===== config.mk =====
export PLATFORM = sky130hd
export DESIGN_NAME = instr_fetch
export DESIGN_NICKNAME = d
export VERILOG_FILES = /design/src/rtl/instr_fetch.sv
export SDC_FILE = /design/constraint.sdc
export NUM_CORES = 1
export LEC_CHECK = 0
export ABC_AREA = 1
export BUFFER_PORTS_ARGS = -buffer_cell sky130_fd_sc_hd__buf_2
export CAP_MARGIN = 25
export CORE_UTILIZATION = 56
export DETAILED_ROUTE_END_ITERATION = 8
export PLACE_DENSITY = 0.87
export SYNTH_ARGS = -nofsm -noshare
export SYNTH_HDL_FRONTEND = slang
export SYNTH_SLANG_ARGS = --single-unit

===== constraint.sdc =====
create_clock -name clk -period 5.1 [get_ports clk]
set_input_delay 0.255 -clock clk [delete_from_list [all_inputs] [get_ports clk]]
set_output_delay 0.255 -clock clk [all_outputs]
set_load 0.01 [all_outputs]

===== src/rtl/instr_fetch.sv =====
// Instruction fetch unit: paced requests to a fixed-latency memory, 2-entry in-order buffer, redirects.
// Optional FETCH_ALIGN_CHECK_EN adds a sticky misalign_o flag that halts fetch after a misaligned redirect.
module instr_fetch #(
   parameter int ADDR_WIDTH = 32,
   parameter int INSTR_WIDTH = 32,
   parameter logic [ADDR_WIDTH-1:0] RESET_PC = '0
) (
   input  logic                   clk,
   input  logic                   rst,
   output logic                   imem_req_o,
   output logic [ADDR_WIDTH-1:0]  imem_addr_o,
   input  logic                   imem_rvalid_i,
   input  logic [INSTR_WIDTH-1:0] imem_rdata_i,
   input  logic                   PCSrc_i,
   input  logic [ADDR_WIDTH-1:0]  PCTarget_i,
   output logic [INSTR_WIDTH-1:0] instr_o,
   output logic [ADDR_WIDTH-1:0]  pc_o,
   output logic                   instr_valid_o,
   input  logic                   instr_ready_i,
   output logic [1:0]             fsm_state
`ifdef FETCH_ALIGN_CHECK_EN
   ,
   output logic                   misalign_o
`endif
);

   typedef enum logic [1:0] {
      BOOT  = 2'd0,
      FETCH = 2'd1,
      DRAIN = 2'd2
   } state_t;

   localparam logic [ADDR_WIDTH-1:0] PC_STEP = ADDR_WIDTH'(4);

   state_t                  state, state_next;
   logic [ADDR_WIDTH-1:0]   fetch_pc, fetch_pc_next;
   logic [ADDR_WIDTH-1:0]   req_pc;
   logic [ADDR_WIDTH-1:0]   target;
   logic                    outstanding;
   logic                    misalign;
   logic                    redirect;
   logic                    req;
   logic                    push;
   logic                    pop;
   logic                    have_data;
   logic                    wr_ptr;
   logic                    head;
   logic [1:0]              count;
   logic [ADDR_WIDTH-1:0]   buf_pc    [2];
   logic [INSTR_WIDTH-1:0]  buf_instr [2];

`ifdef FETCH_ALIGN_CHECK_EN
   assign target = PCTarget_i;

   always_ff @(posedge clk) begin
      if (rst) begin
         misalign <= 1'b0;
      end else if (redirect) begin
         misalign <= (target[1:0] != 2'b00);
      end
   end

   assign misalign_o = misalign & ~rst;
`else
   assign target   = PCTarget_i & ~ADDR_WIDTH'(3);
   assign misalign = 1'b0;
`endif

   // Decode handshake: an entry transfers on a cycle where instr_valid_o and instr_ready_i
   // are both high; instr_o/pc_o are held until then and valid never drops without a transfer
   // except on redirect or reset.
   assign have_data = (count != 2'd0);
   assign pop       = have_data & instr_ready_i & ~rst;
   assign wr_ptr    = head ^ count[0];

   always_comb begin
      state_next    = state;
      fetch_pc_next = fetch_pc;
      redirect      = 1'b0;
      req           = 1'b0;
      case (state)
         BOOT: begin
            state_next = FETCH;
         end
         FETCH: begin
            if (PCSrc_i) begin
               redirect      = 1'b1;
               fetch_pc_next = target;
               state_next    = outstanding ? DRAIN : FETCH;
            end else if (!misalign &&
                         ({1'b0, count} + {2'b00, outstanding}) < (3'd2 + {2'b00, pop})) begin
               // Slots already promised (buffered plus in flight) must stay within two.
               req           = 1'b1;
               fetch_pc_next = fetch_pc + PC_STEP;
            end
         end
         DRAIN: begin
            state_next = FETCH;
            if (PCSrc_i) begin
               redirect      = 1'b1;
               fetch_pc_next = target;
            end
         end
         default: begin
            state_next = BOOT;
         end
      endcase
   end

   // Responses are kept only for a live request seen in FETCH without a redirect.
   assign push = imem_rvalid_i & outstanding & (state == FETCH) & ~redirect;

   always_ff @(posedge clk) begin
      if (rst) begin
         state       <= BOOT;
         fetch_pc    <= RESET_PC;
         outstanding <= 1'b0;
         req_pc      <= '0;
      end else begin
         state       <= state_next;
         fetch_pc    <= fetch_pc_next;
         outstanding <= req;
         if (req) begin
            req_pc <= fetch_pc;
         end
      end
   end

   always_ff @(posedge clk) begin
      if (rst) begin
         count <= 2'd0;
         head  <= 1'b0;
      end else if (redirect) begin
         count <= 2'd0;
         head  <= 1'b0;
      end else begin
         count <= count + {1'b0, push} - {1'b0, pop};
         head  <= head ^ pop;
      end
   end

   always_ff @(posedge clk) begin
      if (push && !rst) begin
         buf_pc[wr_ptr]    <= req_pc;
         buf_instr[wr_ptr] <= imem_rdata_i;
      end
   end

   assign imem_req_o    = req & ~rst;
   assign imem_addr_o   = fetch_pc;
   assign instr_valid_o = have_data & ~rst;
   assign instr_o       = instr_valid_o ? buf_instr[head] : '0;
   assign pc_o          = instr_valid_o ? buf_pc[head] : '0;
   assign fsm_state     = state;

endmodule


# Word level (Yosys, flattened, before mapping)

Memories as Yosys holds them, arrays and structs flattened. A register that Yosys moved wholly into a read port is not among the register bits.
Cells that the tools add are included.

$add $sub $neg: 5
Order comparisons: 1
Equality and inequality tests: 5
Multiplexer cells: 18
Bitwise logic cells: 11
Reduce and logical (&&, ||, !) cells: 9

Operators by type and width:

| kind                    | number |
|---|---|
| $mux W32                | 5 |
| $pmux W32 S2            | 1 |
| $add A32 B3 Y32 const B | 1 |
| $mux W1                 | 9 |
| $and A1 B1 Y1           | 7 |
| $reduce_or A2 Y1        | 3 |
| $mux W2                 | 2 |
| $ne A2 B2 Y1 const B    | 2 |
| $pmux W2 S2             | 1 |
| $reduce_bool A2 Y1      | 2 |
| $add A2 B1 Y3           | 1 |
| $add A2 B1 Y3 const A   | 1 |
| $lt A3 B3 Y1            | 1 |
| $ne A3 B3 Y1 const B    | 1 |
| $reduce_and A3 Y1       | 1 |
| $add A2 B1 Y2           | 1 |
| $eq A2 B1 Y1 const B    | 1 |
| $eq A2 B2 Y1 const B    | 1 |
| $logic_not A2 Y1        | 1 |
| $not A1 Y1              | 2 |
| $sub A2 B1 Y2           | 1 |
| $xor A1 B1 Y1           | 2 |
| $logic_and A1 B1 Y1     | 1 |
| $logic_not A1 Y1        | 1 |

Register bits: 70
Bits in writable memories: 128
Input bits: 69
Output and inout port bits: 100
Word-level logic and storage cells: 57
Memories: 2

Memories:

| name      | depth | width | rd ports | clocked after memory_dff | wr ports | line | text |
|---|---|---|---|---|---|---|---|
| buf_instr | 2     | 32    | 1        | 1                        | 1        | 50   | `logic [INSTR_WIDTH-1:0] buf_instr [2];` |
| buf_pc    | 2     | 32    | 1        | 1                        | 1        | 49   | `logic [ADDR_WIDTH-1:0] buf_pc [2];` |

# Depth between registers and ports, before layout

Word-level depth: 9
Gate-level depth with buffers: 12
Gate-level depth less buffers: 11

# Worst setup path after synthesis

OpenSTA, ideal clock, no wires.

Path kind: register to register
Start: register state[0], in the netlist fsm_state[0]
End: memory buf_instr[0][0] (enable)
Library setup time: 0.482 ns
Arrival: 3.679 ns
Required time: 4.618 ns
Path slack: 0.939 ns
Cell stages (with the launch flop): 6
Buffers on the path: 0
Period minus slack after synthesis: 4.161 ns
Cell sequence: dfxtp_1 -> inv_1 -> ha_1 -> a21oi_1 -> nand2_1 -> nor2_1

Word-level cells in the longest chain between the ends: 8
Elaborated cells between the ends (all ways): 10
Classes of those cells: eq/ne (2); mux (3); bitwise (3); reduce/logical (2)

RTL lines:

| what                                         | line    | text |
|---|---|---|
| start: declaration                           | 35      | `state_t state, state_next;` |
| start signal: assignment                     | 120     | `state <= state_next;` |
| $eq A2 B1 Y1 or $eq A2 B2 Y1 (tied branches) | 81, 111 |  |
| $reduce_or A2 Y1 (no line)                   | -       |  |
| $mux W1                                      | -       |  |
| $not A1 Y1                                   | 111     | `assign push = imem_rvalid_i & outstanding & (state == FETCH) & ~redirect;` |
| $and A1 B1 Y1 *                              | 111     |  |
| $logic_and A1 B1 Y1 *                        | 143     | `if (push && !rst) begin` |
| $mux W1 *                                    | 143     |  |
| $mux W1 (implied by the code) *              | 145     | `buf_instr[wr_ptr] <= imem_rdata_i;` |
| end: declaration                             | 50      |  |

Mark *: on every way between the ends. The rest lies on a longest branch, timed or not.

# Worst setup path after layout

Start: register state[1], in the netlist fsm_state[1]
End: output imem_req_o

Word-level cells in the longest chain between the ends: 3

RTL lines:

| what             | line | text |
|---|---|---|
| $eq A2 B1 Y1     | 81   | `case (state)` |
| $mux W1          | 81   |  |
| $and A1 B1 Y1    | 149  | `assign imem_req_o = req & ~rst;` |
| end: declaration | 10   | `output logic imem_req_o,` |

Every way passes these cells.

==> metrics.md <==
| Metric | Value |
|---|---|
| Status | `finished, final reports clean` |
| Synthesized instance count | `1035` |
| Most common cell after layout, fill and taps aside | `nand2_1` |
| Nets | `1255` |
| Max-Cap Viols | `0` |
| Drt initial violations | `353` |
| Hold-fix buffers, CTS | `0` |
| Initial antenna violation count | `0` |
| Worst R2R Path Depth | `6` |
| Hold Path Cell Cnt | `1` |
| Routed WL | `18.40 mm` |
| Number of gates resized after CTS | `0` |
| Yosys top cell by area | `edfxtp_1` |
| DRC Markers | `0` |
| Longest Clk Path Bufs | `2` |
| Synth warnings | `0` |
| Tcrit/Tclk final | `56.29%` |
| Fraction of synthesized area in multiplexers | `0%` |
| Slew headroom | `34.23%` |
| HP Start | `imem_rdata_i[29]` |
| Hold WC Path Type | `input pin to register` |
| Root buf cell | `clkbuf_16` |
| Global-route wire length before repair | `29.57 mm` |
| Compound-Gate Fraction of Synth Area | `8.158%` |
| Worst EP required | `~4.9 ns` |
| Antenna Cells | `0` |
| Post-Syn Area | `8757 um^2` |
| Crit Path Class | `register to primary output` |
| H-tree depth | `4` |
| Post-synthesis adder-cell area fraction | `1.286%` |
| RSZ-0062 raised after global routing | `false` |
| Synthesized flop and latch total | `190` |
| Pin count of the biggest net entering global routing | `65` |
| Die Width | `roughly 130 um` |
| Vias in the first global route | `6204` |
| Simple logic cell fraction of the synthesized area | `about a quarter` |
| Hold Vio Cnt, Final | `0` |
| Placer Congestion | `0.9053` |
| Dpl cells | `1368` |
| # setup viols final | `0` |
| Post-DRT Antenna Nets | `0` |
| Slew @ Worst Pin | `between 0.9 and 1 ns` |
| Clock tree sinks | `190` |
| Maximum VDD drop | `between 0.0002 and 0.00025 V` |
| Die Area | `16140 um^2` |
| Row cnt | `45` |
| Area Growth Syn to Fin | `16.93%` |
| Die height | `127.1 um` |
| Share of cells above drive strength 1 | `between 20% and 30%` |
| Average size of a mapped cell | `8.461 um^2` |
| Fin cells | `1400` |
| Worst Setup End Kind | `primary output` |
| Grt ovf | `0` |
| Fmax | `348.3 MHz` |
| Clock tree from TritonCTS | `done` |
| P_leak | `4.824 nW` |
| Total Routing Usage GR | `roughly 23%` |
| Synth cell types | `34` |
| Hpwl dp | `around 12 mm` |
| Reg2reg start | `fsm_state[0]$_SDFFE_PP0P_` |
| Flop2flop setup slack | `2.25 ns` |
| CP Max Fanout | `slightly above 60` |
| CTS Buf Count | `17` |
| Slew Limit Fails | `0` |
| Via count | `6963` |
| Sequential share of the synthesized area | `57.61%` |
| Hold worst-path end | `buf_instr[1][29]$_DFFE_PP_` |
| Period minus WS final | `2.871 ns` |
| DR WL/cell | `13.14 um` |
| Worst Skew | `around 0.0081 ns` |
| Fill cell count | `1261` |
| Power per Cell Area | `315.2 nW/um^2` |
| Most frequent cells in the layout | `366 x nand2_1, 162 x buf_2, 130 x inv_1` |
| Ports | `169` |
| Initial core utilization | `57.39%` |
| Fin Hold WS | `0.02466 ns` |
| Startpoint types | `register` |
| Largest family of logic cells by synthesized area | `simple AND/OR/NAND/NOR gates` |
| DR vias/cell | `slightly below 5` |
| Post-synth top area share | `between 40% and 50%` |
| I/O Buffers | `162` |
| Xor and xnor area share after synthesis | `0.5001%` |
| Post-CTS setup buffers | `0` |
| Core footprint | `15260 um^2` |
| Synth area leaders | `edfxtp_1 43%, nand2_1 16%, dfxtp_1 15%, inv_1 5.6%, nor2_1 3.8%` |
| Setup_tns | `0 ns` |
| Worst path arrival time | `2.62 ns` |
| Reg clk slew, reported paths | `0.07 ns` |
| First drt pass iteration count | `4` |
| Clk_lat worst skew | `about 0.42 ns` |
| R2r endpoint | `buf_pc[1][25]$_DFFE_PP_` |
cells in the mapped netlist, drive strengths merged:
library cell and count:
nand2 378, inv 137, edfxtp 124, nor2 95, dfxtp 66, o21ai 61, a21oi 59, buf 27
clkbuf 22, nand3 20, nand3b 10, ha 9, o21bai 6, a31oi 5, nand4 4, xnor2 3
nor3 2, or2 2, xor2 2, a21boi 1, conb 1, o31ai 1
registers in the layout, indices dropped and copies added (netlist names):
| signal | cells |
|---|---|
| buf_instr | 64 |
| buf_pc | 60 |
| imem_addr_o | 30 |
| req_pc | 30 |
| count | 2 |
| fsm_state | 2 |
| head | 1 |
| outstanding | 1 |
through the flow:
| step | worst slack [ns] | cell area [um^2] | util [%] | total power, W |
|---|---|---|---|---|
| after CTS | 2.171 | 10220 | 66.98 | 0.003242 |
| after detailed placement | 2.195 | 9674 | 63.40 | 0.002031 |
| after global placement | 2.213 | 9654 | 63.27 | 0.002018 |
| after global routing | 1.902 | 10240 | 67.11 | 0.003346 |
| final | 2.229 | 10240 | 67.11 | 0.003227 |
| after floorplan | 0.9392 | 8768 | - | 0.001939 |
cell type report:
| class | count | area [um^2] | share of cell area, % |
|---|---|---|---|
| clock inverter | 14 | 120.1 | 1.173 |
| tap | 211 | 264.0 | 2.578 |
| multi-input combinational | 662 | 2979 | 29.09 |
| clock buffer | 17 | 425.4 | 4.154 |
| timing repair buffer | 169 | 888.4 | 8.675 |
| sequential | 190 | 5046 | 49.28 |
| inverter | 137 | 516.7 | 5.046 |
how the worst max path moves through the flow:
stage,from,end,slack [ns],cells after the start
global placement,fsm_state[0]$_SDFFE_PP0P_,buf_instr[0][22]$_DFFE_PP_,2.21,6
finish,fsm_state[1]$_SDFFE_PP0P_,imem_req_o,2.23,7
global route,fsm_state[1]$_SDFFE_PP0P_,imem_req_o,1.90,7
floorplan,fsm_state[0]$_SDFFE_PP0P_,buf_instr[0][0]$_DFFE_PP_,0.94,5
CTS,fsm_state[0]$_SDFFE_PP0P_,buf_instr[0][21]$_DFFE_PP_,2.17,6
detailed placement,fsm_state[0]$_SDFFE_PP0P_,buf_instr[0][22]$_DFFE_PP_,2.20,6
where the power goes:
group / switching (W) / total [W] / leakage, nW / internal, W
Combinational: 0.000155 / 0.000252 / 2.89 / 0.0000967
Clock: 0.000554 / 0.00122 / 0.269 / 0.000670
Sequential: 0.0000616 / 0.00175 / 1.67 / 0.00169
Total: 0.000771 / 0.00323 / 4.82 / 0.00246
worst max-delay path, cell delays in order (launching register included):
cell and delay, ns:
dfxtp_1 0.35, inv_1 0.10, ha_1 0.19, inv_1 0.06, nor2_1 0.27, nand3_2 0.78
nor2_1 0.28, buf_2 0.17
cell families after synthesis:
kind of cell | Yosys count
compound gates | 133
xor+xnor | 5
fa+ha+maj | 9
buf+inv | 186
flops | 190
other cells | 1
simple gates | 511
metal layers:
layer  up-vias  share of wire (%)  GRT usage, %
met5         -                  0             0
met4         0                1.4         7.143
met3        20                7.5         4.564
met2       239                 47         39.24
met1      3152                 44         30.34
li1       3552                  -             -
(Power assumes the default switching activity.)
